### src/rtl/tod_counter.sv
`default_nettype none
// ============================================================================
// Module   : tod_counter
// Purpose  : GMT time-of-day counter with settable time, hold (edit) mode,
//            time-zone offset and 12/24-hour local display.
//            Optional alarm compiled in with `define TOD_COUNTER_ALARM_EN.
// Revision : 1.0 - initial release
// ============================================================================
module tod_counter #(
  parameter int TICK_DIV   = 50000000,  // CLK cycles per second, >= 2
  parameter int RESET_HOUR = 15         // GMT hour loaded on reset, 0..23
) (
  input  logic        CLK,
  input  logic        RESETN,
  input  logic        SET_VALID,
  output logic        SET_READY,
  input  logic [17:0] SET_DATA,
  output logic        SET_ERR,
  input  logic        HOLD,
  input  logic [4:0]  TZ_OFFSET,
  input  logic        MODE_12H,
  output logic [17:0] GMT_DATA,
  output logic [17:0] DATA,
  output logic        PM,
  output logic        SEC_TICK
`ifdef TOD_COUNTER_ALARM_EN
  ,
  input  logic        ALARM_SET,
  input  logic [11:0] ALARM_TIME,
  input  logic        ALARM_ACK,
  output logic        ALARM
`endif
);

  // --------------------------------------------------------------------------
  // Constants
  // --------------------------------------------------------------------------
  localparam int                 c_pre_w      = $clog2(TICK_DIV);
  localparam logic [c_pre_w-1:0] c_pre_max    = c_pre_w'(TICK_DIV - 1);
  localparam logic [4:0]         c_reset_hour = 5'(RESET_HOUR);

  // --------------------------------------------------------------------------
  // Local hour from a GMT hour and a raw signed offset. The offset is clamped
  // to -12..+14 before the add so out-of-range codes behave like the limit.
  // --------------------------------------------------------------------------
  function automatic logic [4:0] f_local_hour(input logic [4:0] hour,
                                              input logic [4:0] tz);
    logic signed [4:0] tz_c;
    logic signed [6:0] sum;
    logic [4:0]        res;
    tz_c = $signed(tz);
    if (tz_c < -5'sd12) begin
      tz_c = -5'sd12;
    end else if (tz_c > 5'sd14) begin
      tz_c = 5'sd14;
    end
    sum = $signed({2'b00, hour}) + $signed({{2{tz_c[4]}}, tz_c});
    // Sum spans -12..37, so a single +/-24 correction lands in 0..23.
    if (sum < 7'sd0) begin
      sum = sum + 7'sd24;
    end else if (sum >= 7'sd24) begin
      sum = sum - 7'sd24;
    end
    res = sum[4:0];
    return res;
  endfunction

  // --------------------------------------------------------------------------
  // State
  // --------------------------------------------------------------------------
  logic [c_pre_w-1:0] pre_q,      pre_d;
  logic [4:0]         hour_q,     hour_d;
  logic [5:0]         min_q,      min_d;
  logic [5:0]         sec_q,      sec_d;
  logic               set_err_q,  set_err_d;
  logic               sec_tick_q, sec_tick_d;
  logic [17:0]        data_q,     data_d;
  logic               pm_q,       pm_d;

  // --------------------------------------------------------------------------
  // Combinational helpers
  // --------------------------------------------------------------------------
  logic       w_tick;
  logic       w_set_ok;
  logic       w_set_load;
  logic       w_set_bad;
  logic       w_sec_wrap;
  logic       w_min_wrap;
  logic [4:0] w_nxt_hour;
  logic [5:0] w_nxt_min;
  logic [5:0] w_nxt_sec;
  logic [4:0] w_local_hour;
  logic [4:0] w_disp_hour;

  // The handshake is always ready: a request is consumed in the cycle it is seen.
  assign SET_READY = SET_VALID;

  // Decode the second increment and the validity of a set request.
  always_comb begin
    w_tick     = (pre_q == c_pre_max) && !HOLD;
    w_set_ok   = (SET_DATA[17:12] <= 6'd23) &&
                 (SET_DATA[11:6]  <= 6'd59) &&
                 (SET_DATA[5:0]   <= 6'd59);
    w_set_load = SET_VALID && w_set_ok;
    w_set_bad  = SET_VALID && !w_set_ok;
  end

  // Time one second ahead of the current GMT time, with full carry chain.
  always_comb begin
    w_sec_wrap = (sec_q == 6'd59);
    w_min_wrap = (min_q == 6'd59);
    w_nxt_sec  = w_sec_wrap ? 6'd0 : sec_q + 6'd1;
    w_nxt_min  = min_q;
    w_nxt_hour = hour_q;
    if (w_sec_wrap) begin
      w_nxt_min = w_min_wrap ? 6'd0 : min_q + 6'd1;
      if (w_min_wrap) begin
        w_nxt_hour = (hour_q == 5'd23) ? 5'd0 : hour_q + 5'd1;
      end
    end
  end

  // Next GMT state: a valid set overrides counting; otherwise run the prescaler.
  always_comb begin
    pre_d      = pre_q;
    hour_d     = hour_q;
    min_d      = min_q;
    sec_d      = sec_q;
    sec_tick_d = 1'b0;
    set_err_d  = w_set_bad;
    if (w_set_load) begin
      hour_d = SET_DATA[16:12];
      min_d  = SET_DATA[11:6];
      sec_d  = SET_DATA[5:0];
      pre_d  = '0;
    end else if (!HOLD) begin
      if (w_tick) begin
        pre_d      = '0;
        hour_d     = w_nxt_hour;
        min_d      = w_nxt_min;
        sec_d      = w_nxt_sec;
        sec_tick_d = 1'b1;
      end else begin
        pre_d = pre_q + c_pre_w'(1);
      end
    end
  end

  // Local display time derived from the current GMT time and display inputs.
  always_comb begin
    w_local_hour = f_local_hour(hour_q, TZ_OFFSET);
    w_disp_hour  = w_local_hour;
    if (MODE_12H) begin
      if (w_local_hour == 5'd0) begin
        w_disp_hour = 5'd12;
      end else if (w_local_hour >= 5'd13) begin
        w_disp_hour = w_local_hour - 5'd12;
      end
    end
    pm_d   = (w_local_hour >= 5'd12);
    data_d = {1'b0, w_disp_hour, min_q, sec_q};
  end

  // GMT time, prescaler and status pulse registers.
  always_ff @(posedge CLK or negedge RESETN) begin
    if (!RESETN) begin
      pre_q      <= '0;
      hour_q     <= c_reset_hour;
      min_q      <= 6'd0;
      sec_q      <= 6'd0;
      set_err_q  <= 1'b0;
      sec_tick_q <= 1'b0;
    end else begin
      pre_q      <= pre_d;
      hour_q     <= hour_d;
      min_q      <= min_d;
      sec_q      <= sec_d;
      set_err_q  <= set_err_d;
      sec_tick_q <= sec_tick_d;
    end
  end

  // Display registers lag GMT by one cycle and stay zero while in reset.
  always_ff @(posedge CLK or negedge RESETN) begin
    if (!RESETN) begin
      data_q <= 18'd0;
      pm_q   <= 1'b0;
    end else begin
      data_q <= data_d;
      pm_q   <= pm_d;
    end
  end

  assign GMT_DATA = {1'b0, hour_q, min_q, sec_q};
  assign DATA     = data_q;
  assign PM       = pm_q;
  assign SET_ERR  = set_err_q;
  assign SEC_TICK = sec_tick_q;

`ifdef TOD_COUNTER_ALARM_EN
  // --------------------------------------------------------------------------
  // Alarm: fires on a counting increment that lands on local hh:mm:00.
  // Set loads never fire it; an acknowledge beats a coincident match.
  // --------------------------------------------------------------------------
  logic alarm_q, alarm_d;
  logic w_alarm_hit;

  // Match the upcoming local time against the programmed alarm time.
  always_comb begin
    w_alarm_hit = w_tick && !w_set_load && ALARM_SET &&
                  (w_nxt_sec == 6'd0) &&
                  (w_nxt_min == ALARM_TIME[5:0]) &&
                  ({1'b0, f_local_hour(w_nxt_hour, TZ_OFFSET)} == ALARM_TIME[11:6]);
    alarm_d = alarm_q;
    if (ALARM_ACK) begin
      alarm_d = 1'b0;
    end else if (w_alarm_hit) begin
      alarm_d = 1'b1;
    end
  end

  // Sticky alarm flag.
  always_ff @(posedge CLK or negedge RESETN) begin
    if (!RESETN) begin
      alarm_q <= 1'b0;
    end else begin
      alarm_q <= alarm_d;
    end
  end

  assign ALARM = alarm_q;
`endif

endmodule
`default_nettype wire

### config.mk
export PLATFORM = sky130hd
export DESIGN_NAME = tod_counter
export DESIGN_NICKNAME = d
export VERILOG_FILES = /design/src/rtl/tod_counter.sv
export SDC_FILE = /design/constraint.sdc
export NUM_CORES = 1
export LEC_CHECK = 0
export ABC_CLOCK_PERIOD_IN_PS = 7710
export CAP_MARGIN = 0
export CORE_ASPECT_RATIO = 0.6
export CORE_UTILIZATION = 57
export DETAILED_ROUTE_END_ITERATION = 6
export MAX_ROUTING_LAYER = met4
export PLACE_DENSITY = 0.86
export SLEW_MARGIN = 20
export SYNTH_ARGS = -nofsm -noshare
export SYNTH_HDL_FRONTEND = slang
export SYNTH_SLANG_ARGS = --single-unit
### constraint.sdc
create_clock -name CLK -period 7.71 [get_ports CLK]
set_input_delay 1.1565 -clock CLK [delete_from_list [all_inputs] [get_ports CLK]]
set_output_delay 1.1565 -clock CLK [all_outputs]
set_load 0.02 [all_outputs]
==> flow_metrics.py <==
metrics = {
    "synth": {
        "ys_types": 62,
        "synth_cells": 396,
        "ys_seq_area_share_pct": 43.18,
        "yosysWarnings": 0,
        "ys_top_cells_by_area": "dfrtp_1, ha_1, nor2_1",
        "synth_common_cells": "dfrtp_1, nor2_1, nand2_1",
        "synth-async-reset-ratio_pct": 100.0,
        "synth_edf_count": 0,
        "synth_area_um2": 3662,
        "yosysMostFrequentCell": "dfrtp_1",
        "avgSynthCellArea_um2": 9.248,
        "post-synth-top-area-cell": "dfrtp_1",
        "synthFlopType": "dfrtp_1",
        "synth_seq_cells": 63,
        "netlist.area_leader.share_pct": 40.31,
    },
    "detailed_routing": {
        "vias": 3239,
        "drt-vias-per-instance": 5.911,
        "drc": 0,
        "drt_iter0_markers": 255,
        "ant_nets": 0,
        "wl_per_cell_um": 15.49,
        "dr.pass1.iters": 5,
        "routed_wl_um": 8486,
    },
    "clock_tree": {
        "cts_buffer_depth": 2,
        "cts_tree": "done",
        "cts.repair.resized": 0,
        "clkTransAtPathRegs_ns": 0.07,
        "hold_buffers": 0,
        "htreeDepth": 3,
        "clock_latency_ns": 0.34,
        "cts_buffers": 9,
        "cts_setup_buffers": 0,
        "cts_num_sinks": 63,
        "root_buffer": "clkbuf_8",
    },
    "sta": {
        "maxSlewHeadroom_pct": 48.88,
        "hold_viol": 0,
        "finalSetupTns_ns": 0,
        "skew_ns": 0.005688,
        "tightest_slew_ns": 0.7667,
        "fmax_ghz": 0.1929,
        "timing.final.crit_share_pct": 67.24,
        "rsz0062_at_grt": "false",
        "setup_viol": 0,
        "final_max_slew_viol_count": 0,
        "min_period_ns": 5.184,
        "holdWs_ns": 0.4601,
    },
    "global_routing": {
        "grt_remaining_overflow": 0,
        "gr-usage-all-layers_pct": 28.71,
        "grt_pass1_wl_um": 14630,
        "antenna_found_initial": 0,
        "grt_pass1_vias": 2915,
        "grt_max_degree": 64,
    },
    "power_and_ir_drop": {
        "power.leakage_nw": 1.849,
        "ir_drop_v": 0.0003164,
        "power_density_nw_per_um2": 339.1,
    },
    "floorplanning": {
        "die_h_um": 64.09,
        "core_um2": 6166,
        "die_x_um": 105.5,
        "initial_utilization_pct": 59.40,
        "design.die.area_um2": 6760,
        "placementRows": 22,
        "io_pins": 68,
    },
    "final_layout": {
        "drive_above_1_share_pct": 8.405,
        "fin_cells": 548,
        "areaGrowthSynthToFinish_pct": 23.47,
        "nets": 502,
        "n_antenna_cell": 0,
    },
    "setup_path": {
        "crit_family": "adder cells",
        "crit_required_ns": 7.92,
        "regToRegStartpoint": "hour_q[0]",
        "startpoint": "TZ_OFFSET[2]",
        "crit_buf_inv": 3,
        "cpMaxStageDelayCell": "clkdlybuf4s50_1",
        "crit_chain": "clkdlybuf4s50_1 > o21ai_0 > ha_1 > nand2b_1 > a41oi_1 > ha_1 > fa_1 > a21o_1 > a21oi_1 > xnor2_1 > inv_1 > ha_1 > a21oi_2 > mux2_2 > inv_1 > ha_1 > nand3b_1 > a311oi_1 > nor3_1",
        "crit_fanout": 5,
        "path_class": "primary input to flop",
        "worst_setup_path_start_kind": "primary input",
        "end_kind": "flop",
        "crit_arrival_ns": 5.39,
        "path_common_cell": "ha_1",
        "cpPeakStageDelay_ns": 0.50,
    },
    "outcome": {
        "outcome": "finished, final reports clean",
    },
    "min_path": {
        "min_from": "sec_q[5]",
        "hp-class": "flop to flop",
    },
    "flow_run": {
        "max-cap-violations": 0,
    },
    "placed_design": {
        "placed_cells": 532,
        "dp_hpwl_um": 6254,
        "numPortBuffers": 65,
        "place_congestion": 0.8441,
    },
}
-- stage by stage --
stage | setup WS, ns | power [W] | instance area (um^2) | util, %
global route | 2.341 | 0.001633 | 4522 | 73.34
CTS | 2.602 | 0.001534 | 4522 | 73.34
detailed placement | 2.282 | 0.001282 | 4355 | 70.64
finish | 2.526 | 0.001534 | 4522 | 73.34
floorplan | 3.125 | 0.001011 | 3666 | -
global placement | 2.496 | 0.001238 | 4355 | 70.64
-- flip-flops by register name, summed over array words and instances (netlist names) --
register and count:
DATA 17, sec_q 6, min_q 6, pre_q 26
SEC_TICK 1, hour_q 5, PM 1, SET_ERR 1
-- worst reg2reg max path, delay by kind of cell, from the launching register on --
kind	cells	cell delay [ns]
AOI/OAI and AO/OA	4	1.03
xor gates and xnor gates	1	0.21
adders and majority gates	4	1.10
buffers and inverters	2	0.15
DFF	1	0.41
muxes	1	0.40
and+or+nand+nor	2	0.27
-- layer usage --
layer | vias up | GRT usage [%] | wire length [um]
met5 | - | - | 0
met4 | 0 | 8.451 | 95
met3 | 10 | 6.224 | 619
met2 | 144 | 40.30 | 3643
met1 | 1530 | 41.67 | 4128
li1 | 1555 | - | -
-- cells by family after synthesis --
kind of cell,after synthesis,share of synthesized area (%)
flops,63,43.18
buf+inv,26,3.177
simple gates,173,25.28
mux,6,1.708
compound gates,93,15.89
xor+xnor,19,5.329
other cells,1,0.1024
fa+ha+maj,15,5.330
-- where the power goes --
| part | switching, W | internal (W) | leakage (nW) |
|---|---|---|---|
| combinational | 0.000433 | 0.000368 | 0.973 |
| sequential | 0.0000741 | 0.000413 | 0.793 |
| clock | 0.000129 | 0.000117 | 0.0833 |
| total | 0.000636 | 0.000897 | 1.85 |
-- final cells by class --
cell class / count / area, um^2
inverter: 10 / 37.54
clock buffer: 11 / 131.4
sequential: 63 / 1582
multi-input combinational: 308 / 1971
clock inverter: 5 / 35.03
fill: 462 / 1644
timing repair buffer: 67 / 660.6
tap: 84 / 105.1
-- path summary, 6_finish.rpt --
path | end | slack [ns] | cells past startpoint
setup / recovery | DATA[14] | 2.53 | 19
hold / removal | DATA[5] | 0.46 | 0
setup reg to reg | DATA[14] | 4.02 | 14
hold reg to reg | DATA[5] | 0.46 | 0
max in group asynchronous | PM | 6.23 | 2
min in group asynchronous | DATA[0] | 0.96 | 2
-- placed cells by master (no fill, tap or decap), types with 6 or more instances in the layout --
cell type,instances
a21oi_1,26
a31oi_1,6
clkbuf_8,9
clkdlybuf4s50_1,64
dfrtp_1,59
ha_1,14
inv_1,9
nand2_1,33
nand3_1,20
nand4_1,13
nor2_1,42
nor2b_1,8
nor3_1,13
o21ai_0,9
o21ai_1,26
xor2_1,11
Power figures use the tool's default switching activity.
==> RTL change, RTL diff (config.mk and constraints unchanged) <==
The parameter `TICK_DIV` goes from 50000000 to 100000000.
--- a/src/rtl/tod_counter.sv
+++ b/src/rtl/tod_counter.sv
@@ -7,7 +7,7 @@
 // Revision : 1.0 - initial release
 // ============================================================================
 module tod_counter #(
-  parameter int TICK_DIV   = 50000000,  // CLK cycles per second, >= 2
+  parameter int TICK_DIV   = 100000000,  // CLK cycles per second, >= 2
   parameter int RESET_HOUR = 15         // GMT hour loaded on reset, 0..23
 ) (
   input  logic        CLK,
Behaviour: no difference found for any inputs over 10 cycles, from zero or initial values and one cycle with RESETN low; that may be too few to reach the edited logic, so the function may still have changed.
==> RTL change against the unedited design <==
  * Setup slack lost 0.12 ns
  * First-iteration DRC count shrank 7.8%
  * Power shrank 19%
  * Core utilization is essentially flat
  * Via count shrank 2.2%
  * Routed wire length shrank 0.71%
  * Clock skew grew 0.0029 ns
  * Non-clock buffer count grew 1
  * Sequential power shrank 3%
  * Sequential cell count grew 1
  * Final area shrank 0.83%
  * Synthesized area shrank 1.4%
  * Sequential share of layout area grew 0.85 points
  * Highest routed layer unchanged
==> RTL change: results (changes against the unedited design) <==
STA
  – Final Skew: 0.00857 ns (was 0.00569 ns)
  – Worst hold slack: 0.465 ns (was 0.460 ns)
  – Max-slew headroom: 0.450 (was 0.489)
  – Fmax achieved: 188 MHz (was 193 MHz)

Cells and area
  – Ratio of cells with drive above 1 in the final layout: 0.0826 (was 0.0841)
  – Number of diodes: 0 (unchanged)
  – Layout Nets: 498 (was 502)
  – Fill count: 457 (was 462)
  – Largest register by flop count: pre_q (unchanged)
  – Area Overhead vs Synth: 24.2% (was 23.5%)
  – Largest register FFs: 27 (was 26)

Synthesis
  – Synth top cells by count: dfrtp_1, nor2_1, o21ai_0, a21oi_1, nand2_1 (was dfrtp_1, nor2_1, nand2_1, a21oi_1, o21ai_1)
  – Async SR Flop Fraction: 1.00 (unchanged)
  – Syn Area/Cell: 9.26 µm² (was 9.25 µm²)
  – Post-synth cell types: 63 (was 62)
  – Sequential cell area fraction in the yosys report: 0.445 (was 0.432)
  – Ranking of synthesized cells by area: dfrtp_1, o21ai_0, a21oi_1, ha_1, nor2_1 (was dfrtp_1, ha_1, nor2_1, a21oi_1, o21ai_1)
  – Ys Warns: 0 (unchanged)
  – Top FF cell, synth: dfrtp_1 (unchanged)

Place
  – Pre-CTS setup slack: 2.07 ns (was 2.28 ns)
  – DP Area: 4310 µm² (was 4360 µm²)
  – Placer Congestion: 0.905 (was 0.844)
  – # placed instances: 528 (was 532)
  – Final HPWL DP: 6010 µm (was 6250 µm)

Clock tree
  – Worst-skew pair later-pin latency: 0.36 ns (was 0.34 ns)
  – PostCTS Resize Cnt: 0 (unchanged)
  – CTS buffer count: 9 (unchanged)
  – # Post-CTS Setup Buffers: 0 (unchanged)

Global routing
  – Largest net degree at the start of global routing: 65 (was 64)
  – First-pass GRT wire length: 14300 µm (was 14600 µm)
  – Global-route usage over all layers: 0.286 (was 0.287)
  – Vias in the first global route: 2928 (was 2915)

Setup path
  – Top delay family on crit path: compound AO/OA/AOI/OAI gates (was adder cells)
  – Worst R2R Path Depth: 15 (was 14)
  – Launch point of the worst path: TZ_OFFSET[3] (was TZ_OFFSET[2])
  – Worst path slowest cell: clkdlybuf4s50_1 (unchanged)
  – R2R setup slack: 3.89 ns (was 4.02 ns)
  – Worst Path Arrival: 5.52 ns (was 5.39 ns)
  – CP peak stage delay: about 0.49 ns

Hold path
  – Hold Crit Start: sec_q[1] (was sec_q[5])
  – Hold path endpoint: DATA[1] (was DATA[5])

Power
  – VDD IR max: 0.199 mV (was 0.316 mV)
  – Leak Pwr: 1.89 nW (was 1.85 nW)

Detailed routing
  – Vias post-DR: 3167 (was 3239)
  – WL/cell: 15.5 µm (about the same)
  – Pre-Repair DR Iteration Count: 4 (was 5)
  – 1st-iter DRT viols: 235 (was 255)
  – Avg Vias per Cell: 5.82 (was 5.91)

Run status
  – Status: finished, final reports clean (unchanged)
RTL change: cell type report:
type,instances,share of cell area
clock inverter,1,0.00112
inverter,8,0.00670
clock buffer,15,0.0371
tap,84,0.0234
timing repair buffer,68,0.149
multi-input combinational,304,0.424
sequential,64,0.358
RTL change: layer usage:
layer,routed length [µm],share of wire,track usage,vias up
li1,-,-,-,1547
met1,4190,0.50,0.401,1506
met2,3640,0.43,0.399,104
met3,518,0.061,0.0973,10
met4,85,0.010,0.0599,0
met5,0,0,-,-
RTL change: logic make-up after synthesis:
kind of cell / share of synthesized area
and+or+nand+nor: 0.243
AOI/OAI and AO/OA: 0.166
DFF: 0.445
buffers and inverters: 0.0295
xor gates and xnor gates: 0.0496
adders and majority gates: 0.0541
muxes: 0.0111
other: 0.00104
RTL change: where the power goes:
group	leakage (nW)	internal (W)	total, W	switching (W)
Combinational	0.995	0.000234	0.000506	0.000273
Clock	0.0877	0.000134	0.000258	0.000124
Sequential	0.810	0.000407	0.000474	0.0000666
